**config.mk**
```make
export PLATFORM = sky130hd
export DESIGN_NAME = adder_tree_csa_acc_flat
export DESIGN_NICKNAME = d
export VERILOG_FILES = /design/src/rtl/adder_tree_csa_acc_if.sv /design/src/rtl/adder_tree_csa_acc.sv /design/src/flat_wrapper.sv
export SDC_FILE = /design/constraint.sdc
export NUM_CORES = 1
export LEC_CHECK = 0
export ABC_AREA = 1
export CORE_MARGIN = 2
export CORE_UTILIZATION = 40
export CTS_CLUSTER_SIZE = 24
export DETAILED_ROUTE_END_ITERATION = 8
export MAX_ROUTING_LAYER = met4
export PLACE_DENSITY = 0.57
export SLEW_MARGIN = 20
export SYNTH_ARGS = -nofsm -noshare
export SYNTH_HDL_FRONTEND = slang
export SYNTH_SLANG_ARGS = --single-unit
```
**constraint.sdc**
```tcl
create_clock -name clk -period 7.6 [get_ports clk]
set_clock_uncertainty 0.15 [all_clocks]
set_input_delay 1.52 -clock clk [delete_from_list [all_inputs] [get_ports clk]]
set_output_delay 1.52 -clock clk [all_outputs]
set_load 0.02 [all_outputs]
```
**src/rtl/adder_tree_csa_acc_if.sv**
```systemverilog
// Operand/result bundle for adder_tree_csa_acc.
// The producer drives the i_* signals (master); the tree drives the o_* signals (slave).
interface adder_tree_csa_acc_if #(
  parameter int I_DATA_W = 8,
  parameter int I_DATA_N = 7,
  parameter int ACC_LEN  = 4
);
  localparam int SUM_W    = I_DATA_W + $clog2(I_DATA_N);
  localparam int O_DATA_W = SUM_W + $clog2(ACC_LEN);

  logic [0:I_DATA_N-1][I_DATA_W-1:0] i_data;
  logic                              i_valid;
  logic                              i_clear;
  logic [SUM_W-1:0]                  o_sum;
  logic                              o_sum_valid;
  logic [O_DATA_W-1:0]               o_acc;
  logic                              o_acc_valid;

  modport master (
    output i_data, i_valid, i_clear,
    input  o_sum, o_sum_valid, o_acc, o_acc_valid
  );

  modport slave (
    input  i_data, i_valid, i_clear,
    output o_sum, o_sum_valid, o_acc, o_acc_valid
  );
endinterface

```
**src/rtl/adder_tree_csa_acc.sv**
```systemverilog
// Pipelined carry-save adder tree summing I_DATA_N operands per cycle, with valid
// tracking and a frame accumulator that totals ACC_LEN consecutive tree results.
module adder_tree_csa_acc #(
  parameter int I_DATA_W = 8,
  parameter int I_DATA_N = 7,
  parameter int SIGNED   = 0,
  parameter int ACC_LEN  = 4
) (
  input logic                clk,
  input logic                rst,
  adder_tree_csa_acc_if.slave bus
);
  localparam int SUM_W    = I_DATA_W + $clog2(I_DATA_N);
  localparam int O_DATA_W = SUM_W + $clog2(ACC_LEN);
  localparam int CNT_W    = (ACC_LEN > 1) ? $clog2(ACC_LEN) : 1;

  // Operand count entering level s of the 3:2 reduction.
  function automatic int lvl_cnt(input int s);
    int n;
    n = I_DATA_N;
    for (int unsigned k = 0; k < s; k++) n = n - n / 3;
    return n;
  endfunction

  function automatic int stages_calc();
    int n;
    int c;
    n = I_DATA_N;
    c = 0;
    while (n > 2) begin
      n = n - n / 3;
      c++;
    end
    return c;
  endfunction

  localparam int STAGES_N = stages_calc();

  logic [I_DATA_N*SUM_W-1:0] ext;

  always_comb begin
    ext = '0;
    for (int unsigned k = 0; k < I_DATA_N; k++)
      ext[k*SUM_W +: SUM_W] = {{(SUM_W-I_DATA_W){(SIGNED != 0) && bus.i_data[k][I_DATA_W-1]}},
                               bus.i_data[k]};
  end

  for (genvar s = 0; s < STAGES_N; s++) begin : g_lvl
    localparam int NI = lvl_cnt(s);
    localparam int NO = lvl_cnt(s + 1);
    localparam int T  = NI / 3;
    localparam int R  = NI % 3;

    logic [NI*SUM_W-1:0] din;
    logic                vin;
    logic [NO*SUM_W-1:0] dnx;
    logic [NO*SUM_W-1:0] q;
    logic                vq;

    if (s == 0) begin : g_src
      assign din = ext;
      assign vin = bus.i_valid;
    end else begin : g_src
      assign din = g_lvl[s-1].q;
      assign vin = g_lvl[s-1].vq;
    end

    // Triple t yields sum at slot 2t and carry at 2t+1; leftovers follow unchanged.
    always_comb begin
      logic [SUM_W-1:0] a, b, c;
      a   = '0;
      b   = '0;
      c   = '0;
      dnx = '0;
      for (int unsigned t = 0; t < T; t++) begin
        a = din[(3*t)*SUM_W +: SUM_W];
        b = din[(3*t+1)*SUM_W +: SUM_W];
        c = din[(3*t+2)*SUM_W +: SUM_W];
        dnx[(2*t)*SUM_W +: SUM_W]   = a ^ b ^ c;
        dnx[(2*t+1)*SUM_W +: SUM_W] = ((a & b) | (a & c) | (b & c)) << 1;
      end
      for (int unsigned r = 0; r < R; r++)
        dnx[(2*T+r)*SUM_W +: SUM_W] = din[(3*T+r)*SUM_W +: SUM_W];
    end

    always_ff @(posedge clk or posedge rst) begin
      if (rst) begin
        q  <= '0;
        vq <= 1'b0;
      end else begin
        vq <= vin;
        if (vin) q <= dnx;
      end
    end
  end

  logic [2*SUM_W-1:0] last_q;
  logic               last_v;

  assign last_q = g_lvl[STAGES_N-1].q;
  assign last_v = g_lvl[STAGES_N-1].vq;

  always_ff @(posedge clk or posedge rst) begin
    if (rst) begin
      bus.o_sum       <= '0;
      bus.o_sum_valid <= 1'b0;
    end else begin
      bus.o_sum_valid <= last_v;
      if (last_v) bus.o_sum <= last_q[SUM_W +: SUM_W] + last_q[0 +: SUM_W];
    end
  end

  logic [O_DATA_W-1:0] sum_ext;

  if (O_DATA_W > SUM_W) begin : g_sx
    assign sum_ext = {{(O_DATA_W-SUM_W){(SIGNED != 0) && bus.o_sum[SUM_W-1]}}, bus.o_sum};
  end else begin : g_sx
    assign sum_ext = bus.o_sum;
  end

  logic [CNT_W-1:0]    cnt;
  logic [CNT_W-1:0]    cnt_eff;
  logic [O_DATA_W-1:0] acc;
  logic [O_DATA_W-1:0] acc_nx;

  // A clear restarts the frame in the same cycle, so a coincident sample becomes element 0.
  always_comb begin
    cnt_eff = bus.i_clear ? '0 : cnt;
    acc_nx  = (cnt_eff == '0) ? sum_ext : acc + sum_ext;
  end

  always_ff @(posedge clk or posedge rst) begin
    if (rst) begin
      cnt             <= '0;
      acc             <= '0;
      bus.o_acc       <= '0;
      bus.o_acc_valid <= 1'b0;
    end else begin
      bus.o_acc_valid <= 1'b0;
      if (bus.o_sum_valid) begin
        acc <= acc_nx;
        if (cnt_eff == CNT_W'(ACC_LEN - 1)) begin
          cnt             <= '0;
          bus.o_acc       <= acc_nx;
          bus.o_acc_valid <= 1'b1;
        end else begin
          cnt <= cnt_eff + CNT_W'(1);
        end
      end else if (bus.i_clear) begin
        cnt <= '0;
      end
    end
  end
endmodule
```
**src/flat_wrapper.sv**
```systemverilog
// flat-port wrapper written by rule: the top's interface ports become plain ports
module adder_tree_csa_acc_flat 
#(
  parameter int I_DATA_W = 8,
  parameter int I_DATA_N = 7,
  parameter int SIGNED   = 0,
  parameter int ACC_LEN  = 4
)
  (clk, rst, bus_i_data, bus_i_valid, bus_i_clear, bus_o_sum, bus_o_sum_valid, bus_o_acc, bus_o_acc_valid);
  adder_tree_csa_acc_if #(.I_DATA_W(I_DATA_W), .I_DATA_N(I_DATA_N), .ACC_LEN(ACC_LEN)) bus_i ();
  input logic clk;
  input logic rst;
  input wire logic [$bits(bus_i.i_data)-1:0] bus_i_data;
  input wire logic [$bits(bus_i.i_valid)-1:0] bus_i_valid;
  input wire logic [$bits(bus_i.i_clear)-1:0] bus_i_clear;
  output wire logic [$bits(bus_i.o_sum)-1:0] bus_o_sum;
  output wire logic [$bits(bus_i.o_sum_valid)-1:0] bus_o_sum_valid;
  output wire logic [$bits(bus_i.o_acc)-1:0] bus_o_acc;
  output wire logic [$bits(bus_i.o_acc_valid)-1:0] bus_o_acc_valid;
  assign bus_i.i_data = bus_i_data;
  assign bus_i.i_valid = bus_i_valid;
  assign bus_i.i_clear = bus_i_clear;
  assign bus_o_sum = bus_i.o_sum;
  assign bus_o_sum_valid = bus_i.o_sum_valid;
  assign bus_o_acc = bus_i.o_acc;
  assign bus_o_acc_valid = bus_i.o_acc_valid;
  adder_tree_csa_acc #(.I_DATA_W(I_DATA_W), .I_DATA_N(I_DATA_N), .SIGNED(SIGNED), .ACC_LEN(ACC_LEN)) u_core (.clk(clk), .rst(rst), .bus(bus_i));
endmodule
```
==> impl_metrics.csv, run 1 <==
group,metric,value,unit
clocking,clk_pin_slew,0.06,ns
die,dieArea,21080,µm²
power,ir_drop,0.2162,mV
detailed_routing,drt-initial-drc-count,215,
worst_setup_path,slowest_delay,0.79,ns
power,leakage,4.482,nW
detailed_routing,drc,0,
global_route,gr-total-overflow,0,
global_route,grtUsageTotal,0.1667,
timing,finalCritPeriodShare,0.4776,
detailed_routing,routed_wl,15820,µm
power,cellPowerDensity,384.1,nW/µm²
die,core,19530,µm²
clocking,cts_made_buffers,17,
synth,synth_cells,743,
detailed_routing,wire_per_inst,14.39,µm
placed_design,place_congestion,0.8350,
clocking,cts_resized,0,
cells_and_area,area_growth,21.62,%
die,start_util,0.4084,
placed_design,place_hpwl,11520,µm
clocking,h-tree-depth,4,
placed_design,io_buffers,85,
detailed_routing,dr_wl_met3,581,µm
cells_and_area,final_cell_mix,"nand2_1 (162), dfrtp_1 (161), clkdlybuf4s50_1 (84)",
power,finalPower,0.003725,W
die,ios,86,
power,p_sw,0.001339,W
cells_and_area,fin_util,0.4967,
die,die_h,145.2,µm
clocking,cts-root-buf,"clkbuf_16",
job,maxCapViolCount,0,
clocking,clk_path_buf_depth,2,
worst_setup_path,endpoint_kind,"output port",
worst_hold_path,hp-class,"flip-flop to flip-flop",
timing,setup_viol,0,
worst_setup_path,cp_slowest_cell,"dfrtp_1",
worst_setup_path,cp_max_fo,21,
worst_setup_path,path_cells,"clkdlybuf4s50_1",
synth,postSynthAreaPerCell,10.73,µm²
cells_and_area,drive_gt1_frac,0.1415,
synth,synth.area.top_cells,"dfrtp_1 (51%), mux2_2 (11%), fa_1 (9.8%)",
synth,synth_seq_cells,162,
timing,worst_slew_pin_slew,0.9754,ns
worst_setup_path,cp_top_family,"flip-flops",
synth,synth.cell_area,7975,µm²
worst_setup_path,crit_buf_inv,1,
placed_design,dp_cells,1068,
timing,maxSlewViolCount,0,
power,power_frac_seq,0.362,
status,outcome,"complete, no violations",
worst_setup_path,path_class,"flip-flop to output port",
detailed_routing,ant_nets,0,
detailed_routing,via_per_inst,4.800,
timing,hold_ws,0.3392,ns
synth,ys_seq_area_frac,0.5083,
worst_setup_path,arrival,1.96,ns
clocking,cts_hold_buf,0,
global_route,grt_pass1_wl,27650,µm
power,power_switching_share,0.3594,
cells_and_area,diodes,0,
timing,setup_tns,0,ns
cells_and_area,post_layout_nonfiller_instances,1099,
synth,synth_fp_nets,868,
worst_setup_path,critPathLaunchType,"flip-flop",
power,intPower,0.002386,W
global_route,antenna_found_initial,0,
synth,synth_top_area_frac,0.5083,
detailed_routing,routed.top_layer,"met4",
die,rows,51,
clocking,clk_latency,0.43,ns
detailed_routing,wl_met2,7296,µm
global_route,grt_max_degree,108,
detailed_routing,drt_pre_antenna_iters,4,
clocking,numClockSinks,162,
power,pwr-share-clk,0.259,
cells_and_area,nNetsFinal,947,
timing,fmax,275.5,MHz
worst_setup_path,required,5.93,ns
power,comb_power_share,0.379,
clocking,post-cts-setup-buffers,0,
timing,final_hold_viol_count,0,
synth,ys_warn_count,0,
timing,fin_crit,3.630,ns
cells_and_area,final_common_cell,"nand2_1",
die,die_w,145.2,µm
clocking,cts_tree,"done",
global_route,grt_pass1_vias,5611,
timing,rsz0062_at_grt,"no",
synth,yosys.cell_types.count,29,
detailed_routing,vias,5275,
synth,synth_top_area_cell,"dfrtp_1",
detailed_routing,wl_met1,7708,µm
timing,max-slew-margin-rel,0.3498,
-- flip-flops by register name (all words and copies together) (netlist names) --
name,count
u_core.g_lvl.q,117
u_core.acc,13
u_core.bus.o_acc,13
u_core.bus.o_sum,11
u_core.g_lvl.vq,4
u_core.cnt,2
u_core.bus.o_acc_valid,1
u_core.bus.o_sum_valid,1
-- power by group through the flow --
stage,clock network (W),registers (W),logic (W)
5_1_grt,0.00102,0.00139,0.00162
6_report,0.000963,0.00135,0.00141
4_1_cts,0.000985,0.00135,0.00142
3_5_place_dp,0,0.00137,0.00141
2_1_floorplan,0,0.00136,0.000931
3_3_place_gp,0,0.00136,0.00139
-- routing by layer --
layer | vias to the layer above | GRT usage
met5 | - | -
met4 | 0 | 0.04265
met3 | 21 | 0.04214
met2 | 108 | 0.2573
met1 | 2560 | 0.2219
li1 | 2586 | -
-- through the flow --
step           instance area [µm²]  setup slack [ns]
6_report                      9699             3.970
5_1_grt                       9699             3.869
4_1_cts                       9698             3.962
3_5_place_dp                  9032             3.909
3_3_place_gp                  9032             3.960
2_1_floorplan                 7975             1.553
-- cell type report --
cell class	count	area, µm²
Sequential cell	162	4055
Multi-Input combinational cell	484	3518
Tap cell	265	331.6
Clock inverter	10	205.2
Fill cell	1790	9827
Inverter	70	267.8
Timing Repair Buffer	87	860.8
Clock buffer	21	460.4
-- final timing paths --
kind                       depth (start not counted)                                 to                               from  slack [ns]
setup / recovery                                   1                    bus_o_sum_valid   u_core.bus.o_sum_valid$_DFF_PP0_        3.97
hold reg to reg                                    2  u_core.g_lvl[1].q[37]$_DFFE_PP0P_  u_core.g_lvl[0].q[48]$_DFFE_PP0P_        0.34
setup reg to reg                                   9    u_core.bus.o_acc[8]$_DFFE_PP0P_    u_core.bus.o_sum[0]$_DFFE_PP0P_        5.14
min in group asynchronous                          2   u_core.g_lvl[1].q[0]$_DFFE_PP0P_                                rst        1.53
hold / removal                                     2  u_core.g_lvl[1].q[37]$_DFFE_PP0P_  u_core.g_lvl[0].q[48]$_DFFE_PP0P_        0.34
max in group asynchronous                          3       u_core.g_lvl[1].vq$_DFF_PP0_                                rst        4.48
-- synth_stat cells (all sizes together) --
cell type    n
nand2      162
nor3         1
a21o         1
mux2        78
nand3       45
a31oi        7
o21bai       3
xnor2        2
ha          26
dfrtp      162
and2         1
o21ai       39
nand3b       2
inv         70
clkbuf      10
a21oi       28
a22oi        1
buf         17
or2          2
nand4        8
nor2        36
xor2         3
fa          39
-- logic make-up (layout without fill, tap and decap cells) --
group	after synthesis	after routing	synth area share
and+or+nand+nor	257	257	0.1346
buffers and inverters	97	188	0.05052
muxes	78	78	0.1101
adders and majority gates	65	65	0.1387
AOI/OAI and AO/OA	79	79	0.05224
DFF	162	162	0.5083
xor gates and xnor gates	5	5	0.005492
Power figures use the tool's default switching activity.
==> run 2: changes to the inputs <==
Clock period 7.6 ns to 3.8 ns, I/O delays scaled along.
==> run 2 against run 1 <==
Net effect: first-iteration DRC count rose by 65%; global-route usage rose by 0.087 points; non-clock buffer count rose by 5; die area did not move; hold slack got worse by 0.0099 ns; flip-flop and latch count did not move.
==> impl_metrics.csv, run 2 (same netlist as run 1, synthesis figures left out) <==
group,metric,value,unit
timing,setup_viol,0,
placed_design,placed_area,9094,µm²
worst_setup_path,cp_slowest_cell,"clkdlybuf4s50_1",
clocking,clk_pin_slew,0.07,ns
worst_hold_path,min_to,"u_core.g_lvl[1].q[37]$_DFFE_PP0P_",
die,die_w,145.2,µm
global_route,grt_pass1_vias,5550,
die,ios,86,
die,dieArea,21080,µm²
detailed_routing,drt_pre_antenna_iters,4,
worst_hold_path,hold_start,"u_core.g_lvl[0].q[48]$_DFFE_PP0P_",
die,die_h,145.2,µm
worst_setup_path,ff2ff_path_depth,9,
worst_setup_path,timing.rr.start,"u_core.bus.o_sum[0]$_DFFE_PP0P_",
worst_setup_path,r2r_setup_slack,1.50,ns
timing,fin_crit,2.581,ns
timing,fmax,387.5,MHz
detailed_routing,routed_wl,16020,µm
worst_setup_path,cp_max_fo,21,
worst_setup_path,crit_buf_inv,2,
worst_hold_path,hp-class,"flip-flop to flip-flop",
power,ir_drop,0.3146,mV
cells_and_area,largest-register,"u_core.g_lvl.q",
cells_and_area,regArea,4055,µm²
clocking,cts_made_buffers,17,
timing,final_hold_viol_count,0,
clocking,cts_hold_buf,0,
cells_and_area,final_common_cell,"nand2_1",
detailed_routing,ant_nets,0,
worst_setup_path,arrival,1.67,ns
placed_design,io_buffers,85,
clocking,cts-root-buf,"clkbuf_16",
timing,worst_slew_pin_slew,0.9831,ns
cells_and_area,nNetsFinal,952,
status,outcome,"complete, no violations",
worst_setup_path,path_cells,"buf_4 > clkdlybuf4s50_1",
detailed_routing,drc,0,
job,maxCapViolCount,0,
die,start_util,0.4084,
clocking,cts_tree,"done",
placed_design,place_congestion,0.8486,
cells_and_area,area_growth,21.63,%
worst_setup_path,critPathLaunch,"u_core.bus.o_sum_valid$_DFF_PP0_",
clocking,cts_resized,0,
worst_setup_path,endpoint_kind,"output port",
worst_setup_path,path_class,"flip-flop to output port",
detailed_routing,via_per_inst,4.839,
cells_and_area,drive_gt1_frac,0.1500,
worst_setup_path,slowest_delay,0.66,ns
clocking,h-tree-depth,4,
worst_setup_path,required,2.89,ns
placed_design,place_hpwl,11810,µm
cells_and_area,final_cell_mix,"nand2_1 (162), dfrtp_1 (161), clkdlybuf4s50_1 (84)",
cells_and_area,reg_top3,"u_core.g_lvl.q (117), u_core.acc (13), u_core.bus.o_acc (13)",
cells_and_area,finalInstanceArea,9701,µm²
cells_and_area,largest_register_ff_count,117,
detailed_routing,drt-initial-drc-count,354,
power,leakage,4.482,nW
worst_setup_path,worstReg2RegEnd,"u_core.bus.o_acc[8]$_DFFE_PP0P_",
timing,finalCritPeriodShare,0.6792,
global_route,grt_pass1_wl,27870,µm
cells_and_area,diodes,0,
timing,setup_tns,0,ns
timing,rsz0062_at_grt,"no",
worst_setup_path,critPathLaunchType,"flip-flop",
power,cellPowerDensity,745.9,nW/µm²
detailed_routing,vias,5347,
global_route,antenna_found_initial,0,
global_route,gr-total-overflow,0,
clocking,clk_path_buf_depth,2,
worst_hold_path,hold_depth,2,
clocking,numClockSinks,162,
timing,maxSlewViolCount,0,
cells_and_area,fin_util,0.4968,
global_route,grtUsageTotal,0.1676,
die,rows,51,
die,core,19530,µm²
timing,max-slew-margin-rel,0.3446,
clocking,clk_latency,0.42,ns
clocking,post-cts-setup-buffers,0,
timing,hold_ws,0.3293,ns
cells_and_area,multi_input_area,3518,µm²
global_route,grt_max_degree,80,
cells_and_area,fillers,1821,
worst_setup_path,cp_top_family,"buffers and inverters",
detailed_routing,wire_per_inst,14.50,µm
-- run 2: through the flow --
step	cells	total power, W	setup WS (ns)
after floorplan	743	0.004579	0.8332
after global placement	1073	0.005500	1.058
after detailed placement	1073	0.005550	0.9602
after CTS	1105	0.007322	1.196
after global routing	1105	0.007862	1.150
final	1105	0.007236	1.219
-- run 2: cell type report --
| type | count | share of cell area |
|---|---|---|
| Multi-Input combinational cell | 484 | 0.3627 |
| Timing Repair Buffer | 92 | 0.09519 |
| Sequential cell | 162 | 0.4180 |
| Inverter | 70 | 0.02747 |
| Clock inverter | 14 | 0.01715 |
| Clock buffer | 18 | 0.04527 |
| Tap cell | 265 | 0.03418 |
-- run 2: worst max-delay path by stage --
stage                                            endpoint  slack (ns)  cells past startpoint
after floorplan                 u_core.acc[0]$_DFFE_PP0P_        0.83                      1
after global placement    u_core.bus.o_acc[9]$_DFFE_PP0P_        1.06                      8
after detailed placement  u_core.bus.o_acc[9]$_DFFE_PP0P_        0.96                      8
after CTS                                 bus_o_sum_valid        1.20                      2
after global routing                      bus_o_sum_valid        1.15                      2
final                                     bus_o_sum_valid        1.22                      2
-- run 2: per-layer routing --
metal / part of all wire / wire [µm] / global-route usage / up-vias
li1: - / - / - / 2590
met1: 0.47 / 7546 / 0.2216 / 2643
met2: 0.48 / 7677 / 0.2637 / 98
met3: 0.035 / 561 / 0.03302 / 16
met4: 0.015 / 234 / 0.05000 / 0
met5: 0 / 0 / - / -
-- run 2: worst register-to-register path: cells and delay by family, from the launching register on --
kind | cells | cell delay [ns]
compound gates | 1 | 0.12
simple gates | 6 | 0.74
fa+ha+maj | 2 | 0.75
flops | 1 | 0.43
-- run 2: where the power goes --
part           internal [W]  total [W]  switching [W]  leakage (nW)
clock              0.000958    0.00174       0.000778         0.291
sequential          0.00225    0.00269       0.000431          1.94
combinational       0.00126    0.00281        0.00155          2.25
total               0.00447    0.00724        0.00276          4.48
